`src/rtl/fpm_pkg.sv`:
```
// Shared types, field positions and flag decode for the fpm_scheduler slice.
package fpm_pkg;

    typedef enum logic [1:0] {
        IDLE = 2'd0,
        CALC = 2'd1,
        DONE = 2'd2
    } state_t;

    localparam int SIGN_BIT = 31;
    localparam int EXP_MSB  = 30;
    localparam int EXP_LSB  = 23;
    localparam int MAN_MSB  = 22;
    localparam int MAN_LSB  = 0;

    localparam logic [7:0]  EXP_ALL1    = 8'hFF;
    localparam logic [31:0] FP_NAN_ALL1 = 32'hFFFF_FFFF;

    // Returns {nan, inf, zero}; the all-ones NaN code decodes as nan.
    function automatic logic [2:0] fp_flags(input logic [31:0] v);
        logic [7:0]  e;
        logic [22:0] m;
        e = v[EXP_MSB:EXP_LSB];
        m = v[MAN_MSB:MAN_LSB];
        fp_flags = {(e == EXP_ALL1) && (m != 23'd0),
                    (e == EXP_ALL1) && (m == 23'd0),
                    (e == 8'h00)    && (m == 23'd0)};
    endfunction

endpackage

```
`src/rtl/fp_mul32.sv`:
```
// Combinational IEEE-754 single multiplier core, round-to-nearest-even.
// Latency: none (pure combinational, meant to be used as a multicycle path).
// Backpressure: n/a. Subnormal operands/results flush to signed zero.
module fp_mul32
    import fpm_pkg::*;
(
    input  logic [31:0] a,
    input  logic [31:0] b,
    output logic [31:0] p
);

    logic        sgn;
    logic [7:0]  ea, eb, e_res;
    logic [22:0] ma, mb, frac;
    logic        a_zero, a_inf, a_nan, b_zero, b_inf, b_nan;
    logic [47:0] sig_a, sig_b, prod;
    logic        grd, stk, adj, rnd;
    logic [23:0] frac_r;
    logic [9:0]  e_sum;

    always_comb begin
        sgn    = a[SIGN_BIT] ^ b[SIGN_BIT];
        ea     = a[EXP_MSB:EXP_LSB];
        eb     = b[EXP_MSB:EXP_LSB];
        ma     = a[MAN_MSB:MAN_LSB];
        mb     = b[MAN_MSB:MAN_LSB];
        a_zero = (ea == 8'h00);
        b_zero = (eb == 8'h00);
        a_inf  = (ea == EXP_ALL1) && (ma == 23'd0);
        b_inf  = (eb == EXP_ALL1) && (mb == 23'd0);
        a_nan  = (ea == EXP_ALL1) && (ma != 23'd0);
        b_nan  = (eb == EXP_ALL1) && (mb != 23'd0);

        sig_a = {24'd0, 1'b1, ma};
        sig_b = {24'd0, 1'b1, mb};
        prod  = sig_a * sig_b;

        // Product of two [1,2) significands lies in [1,4); normalise by one bit.
        if (prod[47]) begin
            frac = prod[46:24];
            grd  = prod[23];
            stk  = |prod[22:0];
            adj  = 1'b1;
        end else begin
            frac = prod[45:23];
            grd  = prod[22];
            stk  = |prod[21:0];
            adj  = 1'b0;
        end
        rnd    = grd & (stk | frac[0]);
        frac_r = {1'b0, frac} + {23'd0, rnd};

        // e_sum carries the doubled bias; result exponent is e_sum - 127.
        e_sum = {2'b00, ea} + {2'b00, eb} + {9'd0, adj} + {9'd0, frac_r[23]};
        e_res = e_sum[7:0] - 8'd127;

        p = {sgn, e_res, frac_r[22:0]};
        if (a_nan || b_nan || (a_inf && b_zero) || (b_inf && a_zero)) begin
            p = FP_NAN_ALL1;
        end else if (a_inf || b_inf) begin
            p = {sgn, EXP_ALL1, 23'd0};
        end else if (a_zero || b_zero) begin
            p = {sgn, 31'd0};
        end else if (e_sum >= 10'd382) begin
            p = {sgn, EXP_ALL1, 23'd0};
        end else if (e_sum <= 10'd127) begin
            p = {sgn, 31'd0};
        end
    end

endmodule

```
`src/rtl/fpm_scheduler.sv`:
```
// Round-robin scheduler for two requesters sharing one fp_mul32 core.
// Latency: accept at T, res_valid at T+MUL_CYCLES+1; one op in flight.
// Backpressure: res_ready low holds DONE and all outputs; req_ready stays 0.
module fpm_scheduler
    import fpm_pkg::*;
#(
    parameter int MUL_CYCLES = 2
)
(
    input  logic        clk,
    input  logic        rst,
    input  logic [1:0]  req_valid,
    output logic [1:0]  req_ready,
    input  logic [31:0] req_a0,
    input  logic [31:0] req_b0,
    input  logic [31:0] req_a1,
    input  logic [31:0] req_b1,
    output logic        res_valid,
    input  logic        res_ready,
    output logic [31:0] res_data,
    output logic        res_id,
    output logic [2:0]  res_flags,
    output logic [15:0] op_count
);

    localparam logic [3:0] CNT_LOAD = 4'(MUL_CYCLES - 1);

    state_t      state_q, state_d;
    logic        rr_q, rr_d;
    logic [3:0]  cnt_q, cnt_d;
    logic [31:0] opa_q, opa_d, opb_q, opb_d;
    logic [31:0] res_q, res_d;
    logic        id_q, id_d;
    logic [15:0] ops_q, ops_d;
    logic        grant;
    logic [31:0] core_p;

    // opa_q/opb_q -> res_q is a MUL_CYCLES multicycle path through the core.
    fp_mul32 u_mul (
        .a (opa_q),
        .b (opb_q),
        .p (core_p)
    );

    assign grant = (&req_valid) ? rr_q : req_valid[1];

    always_comb begin
        state_d   = state_q;
        rr_d      = rr_q;
        cnt_d     = cnt_q;
        opa_d     = opa_q;
        opb_d     = opb_q;
        res_d     = res_q;
        id_d      = id_q;
        ops_d     = ops_q;
        req_ready = 2'b00;
        case (state_q)
            IDLE: begin
                if (|req_valid) begin
                    req_ready = grant ? 2'b10 : 2'b01;
                    opa_d     = grant ? req_a1 : req_a0;
                    opb_d     = grant ? req_b1 : req_b0;
                    id_d      = grant;
                    rr_d      = ~grant;
                    cnt_d     = CNT_LOAD;
                    state_d   = CALC;
                end
            end
            CALC: begin
                if (cnt_q != 4'd0) begin
                    cnt_d = cnt_q - 4'd1;
                end else begin
                    res_d   = core_p;
                    state_d = DONE;
                end
            end
            DONE: begin
                if (res_ready) begin
                    ops_d   = ops_q + 16'd1;
                    state_d = IDLE;
                end
            end
            default: state_d = IDLE;
        endcase
    end

    always_ff @(posedge clk) begin
        if (rst) begin
            state_q <= IDLE;
            rr_q    <= 1'b0;
            cnt_q   <= 4'd0;
            opa_q   <= 32'd0;
            opb_q   <= 32'd0;
            res_q   <= 32'd0;
            id_q    <= 1'b0;
            ops_q   <= 16'd0;
        end else begin
            state_q <= state_d;
            rr_q    <= rr_d;
            cnt_q   <= cnt_d;
            opa_q   <= opa_d;
            opb_q   <= opb_d;
            res_q   <= res_d;
            id_q    <= id_d;
            ops_q   <= ops_d;
        end
    end

    assign res_valid = (state_q == DONE);
    assign res_data  = res_q;
    assign res_id    = id_q;
    assign res_flags = fp_flags(res_q);
    assign op_count  = ops_q;

endmodule

```
`config.mk`:
```
export PLATFORM = sky130hd
export DESIGN_NAME = fpm_scheduler
export DESIGN_NICKNAME = d
export VERILOG_FILES = /design/src/rtl/fpm_pkg.sv /design/src/rtl/fp_mul32.sv /design/src/rtl/fpm_scheduler.sv
export SDC_FILE = /design/constraint.sdc
export NUM_CORES = 2
export LEC_CHECK = 0
export BUFFER_PORTS_ARGS = -buffer_cell sky130_fd_sc_hd__buf_2
export CORE_MARGIN = 4
export CORE_UTILIZATION = 65
export DETAILED_ROUTE_END_ITERATION = 7
export GPL_TIMING_DRIVEN = 0
export PLACE_DENSITY = 0.94
export SLEW_MARGIN = 20
export SYNTH_ARGS = -nofsm -noshare
export SYNTH_HDL_FRONTEND = slang
export SYNTH_SLANG_ARGS = --single-unit
```
`constraint.sdc`:
```
create_clock -name clk -period 28.2 [get_ports clk]
set_input_delay 5.64 -clock clk [delete_from_list [all_inputs] [get_ports clk]]
set_output_delay 5.64 -clock clk [all_outputs]
set_load 0.005 [all_outputs]
```
==> results.sh <==
export IMPL_status="finished, final reports clean"
export IMPL_overflow=0
export IMPL_crit_path_max_fanout=10
export IMPL_yosys_warnings=0
export IMPL_synth_compound_area_share_pct=8.95
export IMPL_ys_seq_area_share_pct=9.26
export IMPL_whs_path_depth=1
export IMPL_num_vias=23900
export IMPL_numCtsBuffers=17
export IMPL_fmax_mhz=76.4
export IMPL_final_nets=4067
export IMPL_clkSinkCount=120
export IMPL_synth_area_leaders="fa_1 37%, dfxtp_1 9.3%, ha_1 9.1%"
export IMPL_instances_no_fill=3794
export IMPL_ys_seq_elements=120
export IMPL_dieHeight_um=208
export IMPL_cts_resized=0
export IMPL_synthesis_nets=3862
export IMPL_synthSimpleGateAreaFrac_pct=18.8
export IMPL_drc=0
export IMPL_slew_viol_final=0
export IMPL_wire_per_inst_um=23.4
export IMPL_coreArea_um2=39000
export IMPL_relSlewSlack_pct=15.5
export IMPL_clk_pin_slew_worst_paths_ns=0.06
export IMPL_cp_required_ns=22.56
export IMPL_viasPerCell=6.30
export IMPL_drt_first_pass_iters=8
export IMPL_crit_arrival_ns=7.45
export IMPL_start_kind="input pin"
export IMPL_yosysTopAreaCellShare_pct=37.4
export IMPL_synth_main_ff_cell="dfxtp_1"
export IMPL_async_flop_share_pct=0
export IMPL_grt_pass1_vias=25000
export IMPL_drive_above_1_share_pct=8.34
export IMPL_synth_top_family_by_area="adder cells"
export IMPL_synth_xor_area_share_pct=3.10
export IMPL_num_io_pins=188
export IMPL_end_kind="primary output"
export IMPL_tns_ns=0
export IMPL_setup_viol=0
export IMPL_r2r_end="res_data[6]"
export IMPL_h_tree_depth=4
export IMPL_start_util_pct=66.5
export IMPL_grt_max_degree=17
export IMPL_port_buffers=186
export IMPL_rsz0062_at_grt="no"
export IMPL_antenna_found_initial=1
export IMPL_grt_usage_pct=40.9
export IMPL_die_area_um2=43200
export IMPL_drv_cap=0
export IMPL_hold_viol=0
export IMPL_clk_latency_ns=0.45
export IMPL_netlist_area_um2=25900
export IMPL_die_x_um=208
export IMPL_dpl_cell_count=3761
export IMPL_yosysTopAreaCell="fa_1"
export IMPL_min_from="rr_q"
export IMPL_num_fill_cells=2732
export IMPL_muxShareOfSynthArea_pct=2.09
export IMPL_area_growth_pct=8.58
export IMPL_globalplace_congestion=1.10
export IMPL_placementRows=72
export IMPL_grt_pass1_wl_mm=137
export IMPL_cts_tree="built"
export IMPL_wl_mm=88.9
export IMPL_min_period_ns=13.09
export IMPL_critPathKind="input pin to primary output"
export IMPL_hold_buffers=0
export IMPL_dp_hpwl_mm=70.2
export IMPL_reg2reg_depth=41
export IMPL_syn_inst=3057
export IMPL_min_path_type="register to register"
export IMPL_antenna_left=0
export IMPL_r2r_start="opa_q[13]"
export IMPL_min_period_over_period_pct=46.4
export IMPL_cts_setup_buffers=0
export IMPL_synth_edf_count=0
export IMPL_fin_skew_ns=0.0107
export IMPL_drtIter0Drc=3121
export IMPL_synth_distinct_cells=83
export IMPL_reg2reg_slack_ns=15.37
export IMPL_cts_buffer_depth=2
export IMPL_synth_fa_ha_area_share_pct=46.5
export IMPL_cts_root_buffer="clkbuf_16"
export IMPL_postSynthAreaPerCell_um2=8.48
export IMPL_whs_endpoint="rr_q"
export IMPL_worst_slew_pin_slew_ns=1.27
-- sequential cells by signal, summed over array words and instances (netlist names) --
register  cells
cnt_q         4
op_count     16
opa_q        32
opb_q        32
res_data     32
res_id        1
rr_q          1
state_q       2
-- logic make-up (layout without fill, tap and decap cells) --
logic type	count (synthesis)	after routing
and+or+nand+nor	1001	1001
buffers and inverters	766	983
adders and majority gates	673	673
AOI/OAI and AO/OA	352	352
DFF	120	120
xor gates and xnor gates	91	91
muxes	54	54
other	0	2
-- stage by stage --
stage	hold slack [ns]	instance area [µm²]	setup slack, ns	util (%)
6_report	0.479	28200	15.11	72.2
5_1_grt	0.489	28200	14.92	72.2
4_1_cts	0.465	28100	15.21	72.2
3_5_place_dp	0.449	27500	15.24	70.5
3_3_place_gp	0.443	27500	15.28	70.5
2_1_floorplan	0.421	25900	16.05	-
-- critical path, cell delays in order --
cell and delay (ns):
buf_2 0.10, inv_1 0.03, o21ai_0 0.15, clkbuf_1 0.58
and2_1 0.29, clkbuf_1 0.45, buf_2 0.22
-- layer usage --
metal  vias up  track usage [%]  share of wire, %
met5         -             1.67             0.056
met4         2             32.0                11
met3       678             16.3                15
met2      2088             61.2                42
met1     11200             46.7                32
li1       9903                -                 -
-- area by class of cell --
class / instances / area, µm² / share of cell area [%]
multi-input combinational: 2171 / 20600 / 73.2
sequential: 120 / 2400 / 8.53
inverter: 603 / 2260 / 8.04
timing repair buffer: 186 / 931 / 3.31
buffer: 163 / 672 / 2.39
tap: 518 / 648 / 2.30
clock buffer: 19 / 433 / 1.54
clock inverter: 12 / 200 / 0.711
antenna: 2 / 5.00 / 0.0178
-- placed cells by master, fill, tap and decap left out, drive strengths merged, types with 6 or more instances in the layout --
cell type / instances
and2: 252
fa: 484
ha: 188
mux2i: 52
a31oi: 7
nor2: 181
nor3: 37
a22oi: 24
o211ai: 9
nand2: 381
and3: 10
or4: 7
a21o: 11
or3: 9
o221a: 12
nand3: 23
clkinv: 6
nor4: 26
dfxtp: 120
o31ai: 6
a21oi: 108
nor3b: 6
a211oi: 58
xor2: 41
nand4: 37
a21boi: 7
xnor2: 50
o21a: 12
clkbuf: 161
o21ai: 70
inv: 601
buf: 207
-- worst max path at each step --
stage                       startpoint  slack, ns  cells after the start      endpoint
after global routing         opa_q[13]      14.92                     41   res_data[3]
after floorplan           req_valid[0]      16.05                      5  req_ready[0]
final                     req_valid[0]      15.11                      7  req_ready[0]
after CTS                 req_valid[0]      15.21                      7  req_ready[0]
after detailed placement  req_valid[0]      15.24                      7  req_ready[0]
after global placement    req_valid[0]      15.28                      7  req_ready[0]
-- cells in the mapped netlist, drive strengths merged (7+ instances only) --
cell type	instances
nor2	181
a211oi	58
nor3	37
a31oi	7
buf	21
a21boi	7
nand2	381
and3	10
o21ai	70
nor4	26
a21oi	108
or3	9
dfxtp	120
ha	188
a22oi	24
and2	252
o21a	12
nand4	37
mux2i	52
a21o	11
xor2	41
nand3	23
fa	484
o211ai	9
xnor2	50
inv	600
or4	7
o221a	12
clkbuf	142
Power is left out: the tool's default activity adds up to more than one toggle a clock period on the data nets, which glitch-free logic cannot reach.
